[config.mk]
export PLATFORM = sky130hd
export DESIGN_NAME = arb_req_ctrl
export DESIGN_NICKNAME = d
export VERILOG_FILES = /design/src/rtl/arb_req_ctrl.sv
export SDC_FILE = /design/constraint.sdc
export NUM_CORES = 1
export LEC_CHECK = 0
export CAP_MARGIN = 20
export CELL_PAD_IN_SITES_DETAIL_PLACEMENT = 1
export CELL_PAD_IN_SITES_GLOBAL_PLACEMENT = 1
export CORE_AREA = 2 2 95 97
export DETAILED_ROUTE_END_ITERATION = 12
export DIE_AREA = 0 0 97 99
export GPL_TIMING_DRIVEN = 1
export PLACE_DENSITY_LB_ADDON = 0.1
export SYNTH_ARGS = -nofsm -noshare
export SYNTH_HDL_FRONTEND = slang
export SYNTH_SLANG_ARGS = --single-unit
[constraint.sdc]
create_clock -name clk -period 1.6 [get_ports clk]
set_input_delay 0.24 -clock clk [delete_from_list [all_inputs] [get_ports clk]]
set_output_delay 0.24 -clock clk [all_outputs]
set_load 0.005 [all_outputs]
[src/rtl/arb_req_ctrl.sv]
// arb_req_ctrl: requester-side companion to a 4-way fixed-priority arbiter.
// Each channel accepts a job of job_len+1 beats, holds req until every beat
// has been granted, then drops req for at least one cycle and pulses done.
// Grants that move away mid-burst are tolerated (req stays high). Channels
// that wait too long for their first beat raise starve.
//
// Handshakes:
//   job_valid/job_ready : a job transfers on a rising edge where both are 1.
//   req/gnt             : a beat transfers in any cycle where req & gnt is 1
//                         (beat output). gnt while req is low is ignored.
module arb_req_ctrl #(
  parameter int NUM_CH     = 4,
  parameter int LEN_W      = 4,
  parameter int STARVE_LIM = 15
) (
  input  logic                    clk,
  input  logic                    rst_n,
  input  logic [NUM_CH-1:0]       job_valid,
  input  logic [NUM_CH*LEN_W-1:0] job_len,
  output logic [NUM_CH-1:0]       job_ready,
  output logic [NUM_CH-1:0]       req,
  input  logic [NUM_CH-1:0]       gnt,
  output logic [NUM_CH-1:0]       beat,
  output logic [NUM_CH-1:0]       done,
  output logic [NUM_CH-1:0]       starve,
  output logic                    gnt_err
);

  localparam int WC_W = $clog2(STARVE_LIM + 1);

  typedef enum logic [1:0] {
    ST_IDLE = 2'd0,
    ST_WAIT = 2'd1,
    ST_OWN  = 2'd2
  } ch_state_e;

  // Per-channel state, visible for debug probes and bound checkers.
  ch_state_e ch_state [NUM_CH];

  logic gnt_err_q;

  assign beat    = req & gnt;
  assign gnt_err = gnt_err_q;

  // More than one grant bit in a cycle is flagged one cycle later.
  always_ff @(posedge clk or negedge rst_n) begin
    if (!rst_n) gnt_err_q <= 1'b0;
    else        gnt_err_q <= |(gnt & (gnt - 1'b1));
  end

  for (genvar i = 0; i < NUM_CH; i++) begin : g_ch
    ch_state_e        state_q, state_d;
    logic [LEN_W-1:0] rem_q, rem_d;
    logic [WC_W-1:0]  wcnt_q, wcnt_d;
    logic             done_q, last_beat;
    logic             req_c, ready_c, starve_c, beat_c;

    assign ch_state[i]  = state_q;
    assign beat_c       = req_c & gnt[i];
    assign req[i]       = req_c;
    assign job_ready[i] = ready_c;
    assign starve[i]    = starve_c;
    assign done[i]      = done_q;

    // State, remaining-beat count, wait counter and done pulse registers.
    always_ff @(posedge clk or negedge rst_n) begin
      if (!rst_n) begin
        state_q <= ST_IDLE;
        rem_q   <= '0;
        wcnt_q  <= '0;
        done_q  <= 1'b0;
      end else begin
        state_q <= state_d;
        rem_q   <= rem_d;
        wcnt_q  <= wcnt_d;
        done_q  <= last_beat;
      end
    end

    // Next-state: accept in IDLE, count beats in WAIT/OWN, finish on rem==0.
    always_comb begin
      state_d   = state_q;
      rem_d     = rem_q;
      wcnt_d    = wcnt_q;
      last_beat = 1'b0;
      case (state_q)
        ST_IDLE: begin
          wcnt_d = '0;
          if (job_valid[i]) begin
            state_d = ST_WAIT;
            rem_d   = job_len[i*LEN_W +: LEN_W];
          end
        end
        ST_WAIT, ST_OWN: begin
          if (beat_c) begin
            wcnt_d = '0;
            if (rem_q == '0) begin
              last_beat = 1'b1;
              state_d   = ST_IDLE;
            end else begin
              rem_d   = rem_q - 1'b1;
              state_d = ST_OWN;
            end
          end else if (state_q == ST_WAIT && wcnt_q < WC_W'(STARVE_LIM)) begin
            // Only the wait for the first beat is timed; pre-emption in OWN is not.
            wcnt_d = wcnt_q + 1'b1;
          end
        end
        default: state_d = ST_IDLE;
      endcase
    end

    // Outputs decoded from the registered state.
    always_comb begin
      req_c    = (state_q != ST_IDLE);
      ready_c  = (state_q == ST_IDLE);
      starve_c = (state_q == ST_WAIT) && (wcnt_q >= WC_W'(STARVE_LIM));
    end
  end

endmodule

Yosys cells after proc, flatten, opt, wreduce, memory -nomap -nowiden. Index checks and enable logic that the tools add are counted.

Add/sub/neg operators: 9. $mul: 0. Divide/modulo/power cells: 0. Magnitude comparators: 8. Equality and inequality tests: 24. Shifts and indexed selects: 0. Muxes and demuxes: 56. Bitwise operators: 6. Reduce and logical (&&, ||, !) cells: 41.

Operators by type and width (count): 4-bit two-way mux (20); 4-bit case mux with 2 select lines (8); 2-bit two-way mux (12); 2-bit != test, second input constant (12); 4-bit by 1-bit subtractor with 4-bit output, second input constant (5); 4-bit by 1-bit adder with 4-bit output, second input constant (4); 4-bit greater-or-equal comparator, second input constant (4); 4-bit logical NOT (4); 4-bit less-than comparator, second input constant (4); 2-bit case mux with 2 select lines (4); 2-bit AND reduction (8); 4-bit AND reduction (4); 2-bit nonzero test (8); 1-bit two-way mux (12); 3-bit != test, second input constant (4); 4-bit AND (2); 2-bit by 1-bit equality test with 1-bit output, second input constant (4); 2-bit equality test, second input constant (4); 1-bit logical AND (8); 2-bit logical NOT (4); 2-bit OR reduction (4); 1-bit AND (4); 4-bit OR reduction (1).

Flip-flop bits (word level): 45. Bits in latches: 0. RAM bits: 0. ROM bits: 0. Input bits: 26. Output and inout bits: 21. Word-level logic and storage cells: 161. Memories: 0.

Longest topological paths before layout.
Depth in word-level cells: 5. Gate-level depth with buffers: 7. Depth with buffers taken out: 6.

Least setup slack after synthesis. Ideal clock, no wire load.

Path type: reg-to-reg. Start point: register g_ch[0].state_q[0]. End point: register g_ch[0].rem_q[0]. Setup time: 0.079 ns. Data arrival time: 1.504 ns. Required time: 1.521 ns. Path slack: 0.017 ns. Cell stages (with the launch flop): 7. Path buffers: 1. Period minus slack after synthesis: 1.583 ns. Path through: dfrtp_1 > inv_1 > ha_1 > buf_2 > nand3b_1 > a32oi_1 > mux2i_1.

Word-level cells in the longest chain between the ends: 4. Elaborated cells on any way between the ends: 12. Those cells by class: eq/ne (5); mux (1); bitwise (1); reduce/logical (5).

Ends and longest elaborated chain: start: declaration (RTL line 52) `ch_state_e state_q, state_d;`; start signal: assignment (RTL line 73) `state_q <= state_d;`; 2-bit by 1-bit equality test with 1-bit output, or another cell as far along (RTL line 86) `case (state_q)`; 2-bit OR reduction / 1-bit AND (equally long branches) (RTL line 86, 59); 2-bit != test (no source line) / 2-bit nonzero test (equally long branches); 4-bit AND reduction (no source line); end signal: assignment (RTL line 74) `rem_q <= rem_d;`; end: declaration (RTL line 53) `logic [LEN_W-1:0] rem_q, rem_d;`.

Several ways; a longest one is shown, not always the timed one. A chain may end at the register's enable or synchronous reset.

Worst setup path after layout.
Start point: register g_ch[3].state_q[1]. End point: output starve[3].

Word-level cells in the longest chain between the ends: 2.

Ends and longest elaborated chain: start: declaration (RTL line 52); start signal: assignment (RTL line 73); 2-bit by 1-bit equality test with 1-bit output (RTL line 117) `starve_c = (state_q == ST_WAIT) && (wcnt_q >= WC_W'(STARVE_LIM));`; 1-bit logical AND (RTL line 117); end: declaration (RTL line 25) `output logic [NUM_CH-1:0] starve,`.

Every way passes these cells.

==> impl_metrics.tcl <==
set metrics [dict create \
    r2r_end "g_ch[3].wcnt_q[3]" \
    route.antenna.remaining_nets 0 \
    violations "setup timing" \
    synth_edf_count 0 \
    synth_cells 348 \
    dp_hpwl_um 6656 \
    grtUsageMet1 0.2564 \
    boundaryPins 47 \
    crit_path_start_kind "register" \
    core_um2 8551 \
    hold_viol_final 0 \
    diodes 0 \
    clock_sinks 45 \
    nets 523 \
    clk_pin_slew_ns 0.10 \
    die-height_um 99 \
    worst_setup_path_end_kind "output port" \
    grt_use_met2 0.3835 \
    grt_max_degree 46 \
    drv_cap 0 \
    powerDensity_nw_per_um2 2070 \
    syn_area_per_cell_um2 9.064 \
    vdd_drop_max_uv 1240 \
    vias_per_cell 5.346 \
    relSlewSlack 0.7788 \
    ys.warnings.count 0 \
    drt_first_iter_violations 82 \
    path_common_cell "buf_6" \
    crit_path_max_fanout 3 \
    ys_seq_elements 45 \
    finClkSkew_ns 0.01246 \
    grt_pass1_wl_um 16390 \
    crit_buf_inv 3 \
    worstPathArrival_ns 1.39 \
    tns_ns -0.1499 \
    place.port_buffers 46 \
    leakagePower_nw 2.147 \
    whs_ns 0.4336 \
    hold_path.class "input pin to async pin" \
    vias 3133 \
    placed_area_um2 4081 \
    setup_violations 9 \
    grt_pass1_vias 3328 \
    final_area_um2 4778 \
    fin_ws_ns -0.03105 \
    syn-num-nets 394 \
    grt_overflow_total 0 \
    cts_root_buffer "clkbuf_8" \
    max_stage_delay_ns 0.41 \
    syn2layout_area_growth_pct 51.49 \
    drv_slew 0 \
    drive_gt1_frac 0.3849 \
    cp_top_family "flip-flops" \
    grt_antenna_before_repair 0 \
    place_congestion 0.7786 \
    r2r_slack_ns -0.03 \
    die_width_um 97 \
    finalWirelength_um 10320 \
    dieArea_um2 9603 \
    ys.flop_type "dfrtp_1" \
    drc 0 \
    status "complete, but fails checks" \
    tightest_slew_ns 0.3276 \
    place_ws_ns -0.07610 \
    fmax_mhz 613.1 \
    ff2ff_path_depth 7 \
    yosysUniqueCellTypes 50 \
    h-tree-depth 2 \
    cts_buffer_depth 2 \
    cts_tree "yes" \
    wire_per_inst_um 17.62 \
    timing.critical_path.cells "inv_2 > buf_6 > ha_4 > and4_4 > buf_6" \
    slowest_stage "dfrtp_1" \
    rsz0062_at_grt "yes" \
    busiest_layer "met2" \
    initial_core_util 0.3689 \
    met3_usage 0.03050 \
    first_pass_iters 4 \
    crit_type "register to output port" \
    period_share 1.019 \
    p_total_mw 9.892 \
    grt_usage 0.2092 \
    rows 34 \
    syn_area_um2 3154 \
    fin_crit_ns 1.631 \
    numCtsBuffers 5 \
    crit_required_ns 1.36 \
    reg2reg_from "g_ch[3].state_q[1]" \
    clk_latency_ns 0.31 \
    synth_seq_area_share 0.3570 \
    async_flop_share 1.000 \
]
worst register-to-register path: stages (launching register included):
cell,delay [ns]
dfrtp_1,0.41
inv_2,0.10
buf_6,0.11
ha_4,0.14
buf_6,0.09
nand4_1,0.10
mux2_4,0.32
a32o_1,0.26
kinds of logic after synthesis:
| logic type | after synthesis | share of synthesized area |
|---|---|---|
| muxes | 19 | 0.06148 |
| buffers and inverters | 69 | 0.1115 |
| adders and majority gates | 21 | 0.08251 |
| AOI/OAI and AO/OA | 83 | 0.1773 |
| DFF | 45 | 0.3570 |
| and+or+nand+nor | 111 | 0.2102 |
report_power, final:
| group | switching [mW] | internal (mW) |
|---|---|---|
| clock network | 0.466 | 0.510 |
| registers | 0.368 | 1.55 |
| logic | 3.24 | 3.76 |
| total | 4.08 | 5.81 |
cells in the mapped netlist (3+ instances only):
master	n	area, um^2
nand2_1	14	52.55
o21ai_0	15	75.07
nand3b_1	12	90.09
o32ai_1	4	35.03
nor3_1	12	60.06
and4b_1	3	30.03
nand2b_1	5	31.28
buf_2	8	40.04
nand4bb_1	4	45.04
a22oi_1	4	30.03
nand4b_1	3	26.28
ha_1	20	250.2
nor3b_1	4	30.03
mux2i_1	16	160.2
a22o_1	3	26.28
a21oi_1	26	130.1
and4_1	4	35.03
nor2_1	20	75.07
o311ai_0	3	26.28
inv_1	36	135.1
a21boi_0	3	22.52
a2bb2oi_1	4	35.03
nor2b_1	8	50.05
dfrtp_1	45	1126
clkbuf_2	3	15.01
o211ai_1	4	30.03
buf_4	21	157.7
nand4_1	5	31.28
nand3_1	10	50.05
metal layers:
layer	vias up	wire length [um]
met5	-	0
met4	0	234
met3	19	260
met2	60	5300
met1	1548	4529
li1	1506	-
cells in the final DEF, fill, tap and decap left out, drive strengths merged, types with 5 or more instances in the layout:
| cell type | n |
|---|---|
| nor3 | 12 |
| ha | 20 |
| mux2i | 16 |
| clkdlybuf4s50 | 29 |
| nand4 | 5 |
| and4 | 6 |
| nor2 | 20 |
| nor2b | 8 |
| o21ai | 15 |
| buf | 117 |
| a21oi | 26 |
| dfrtp | 45 |
| nand2b | 5 |
| nand3 | 10 |
| nand3b | 12 |
| a21boi | 6 |
| clkbuf | 12 |
| nand2 | 14 |
| inv | 35 |
per-stage QoR:
step | cells | util
final | 586 | 0.5588
after global routing | 586 | 0.5588
after CTS | 569 | 0.5320
after detailed placement | 541 | 0.4773
after global placement | 541 | 0.4773
after floorplan | 348 | -
flip-flops by register name (all words and copies together) (netlist names):
| name | count |
|---|---|
| g_ch.done_q | 4 |
| gnt_err | 1 |
| g_ch.wcnt_q | 16 |
| g_ch.rem_q | 16 |
| g_ch.state_q | 8 |
how the worst max path moves through the flow:
stage | startpoint | endpoint | slack (ns) | cells after the start
2_1_floorplan | g_ch[0].state_q[0] | g_ch[0].rem_q[0] | 0.02 | 6
3_3_place_gp | gnt[1] | beat[1] | -0.06 | 4
3_5_place_dp | g_ch[0].state_q[0] | g_ch[0].rem_q[0] | -0.08 | 5
4_1_cts | g_ch[0].state_q[0] | starve[0] | -0.10 | 5
5_1_grt | g_ch[1].state_q[1] | g_ch[1].rem_q[0] | -0.10 | 7
6_report | g_ch[3].state_q[1] | starve[3] | -0.03 | 5
area by class of cell:
class / instances / area (um^2)
fillers: 998 / 3772
repair buffers: 155 / 1314
multi-input cells: 234 / 1932
inverters: 36 / 151.4
well taps: 108 / 135.1
clock buffers: 6 / 82.58
clock inverters: 2 / 37.54
flip-flops and latches: 45 / 1126
what timing repair did:
item | 4_1_cts | 5_1_grt
setup endpoints to repair | 30 | 39
cloned | 0 | 0
buffers inserted | 21 | 20
resized for setup | 101 | 42
endpoints found under the hold margin | 45 | 0
pin swaps | 11 | 15
hold buffers | 1 | 0
Note: power is estimated with default switching activity, not from simulation.
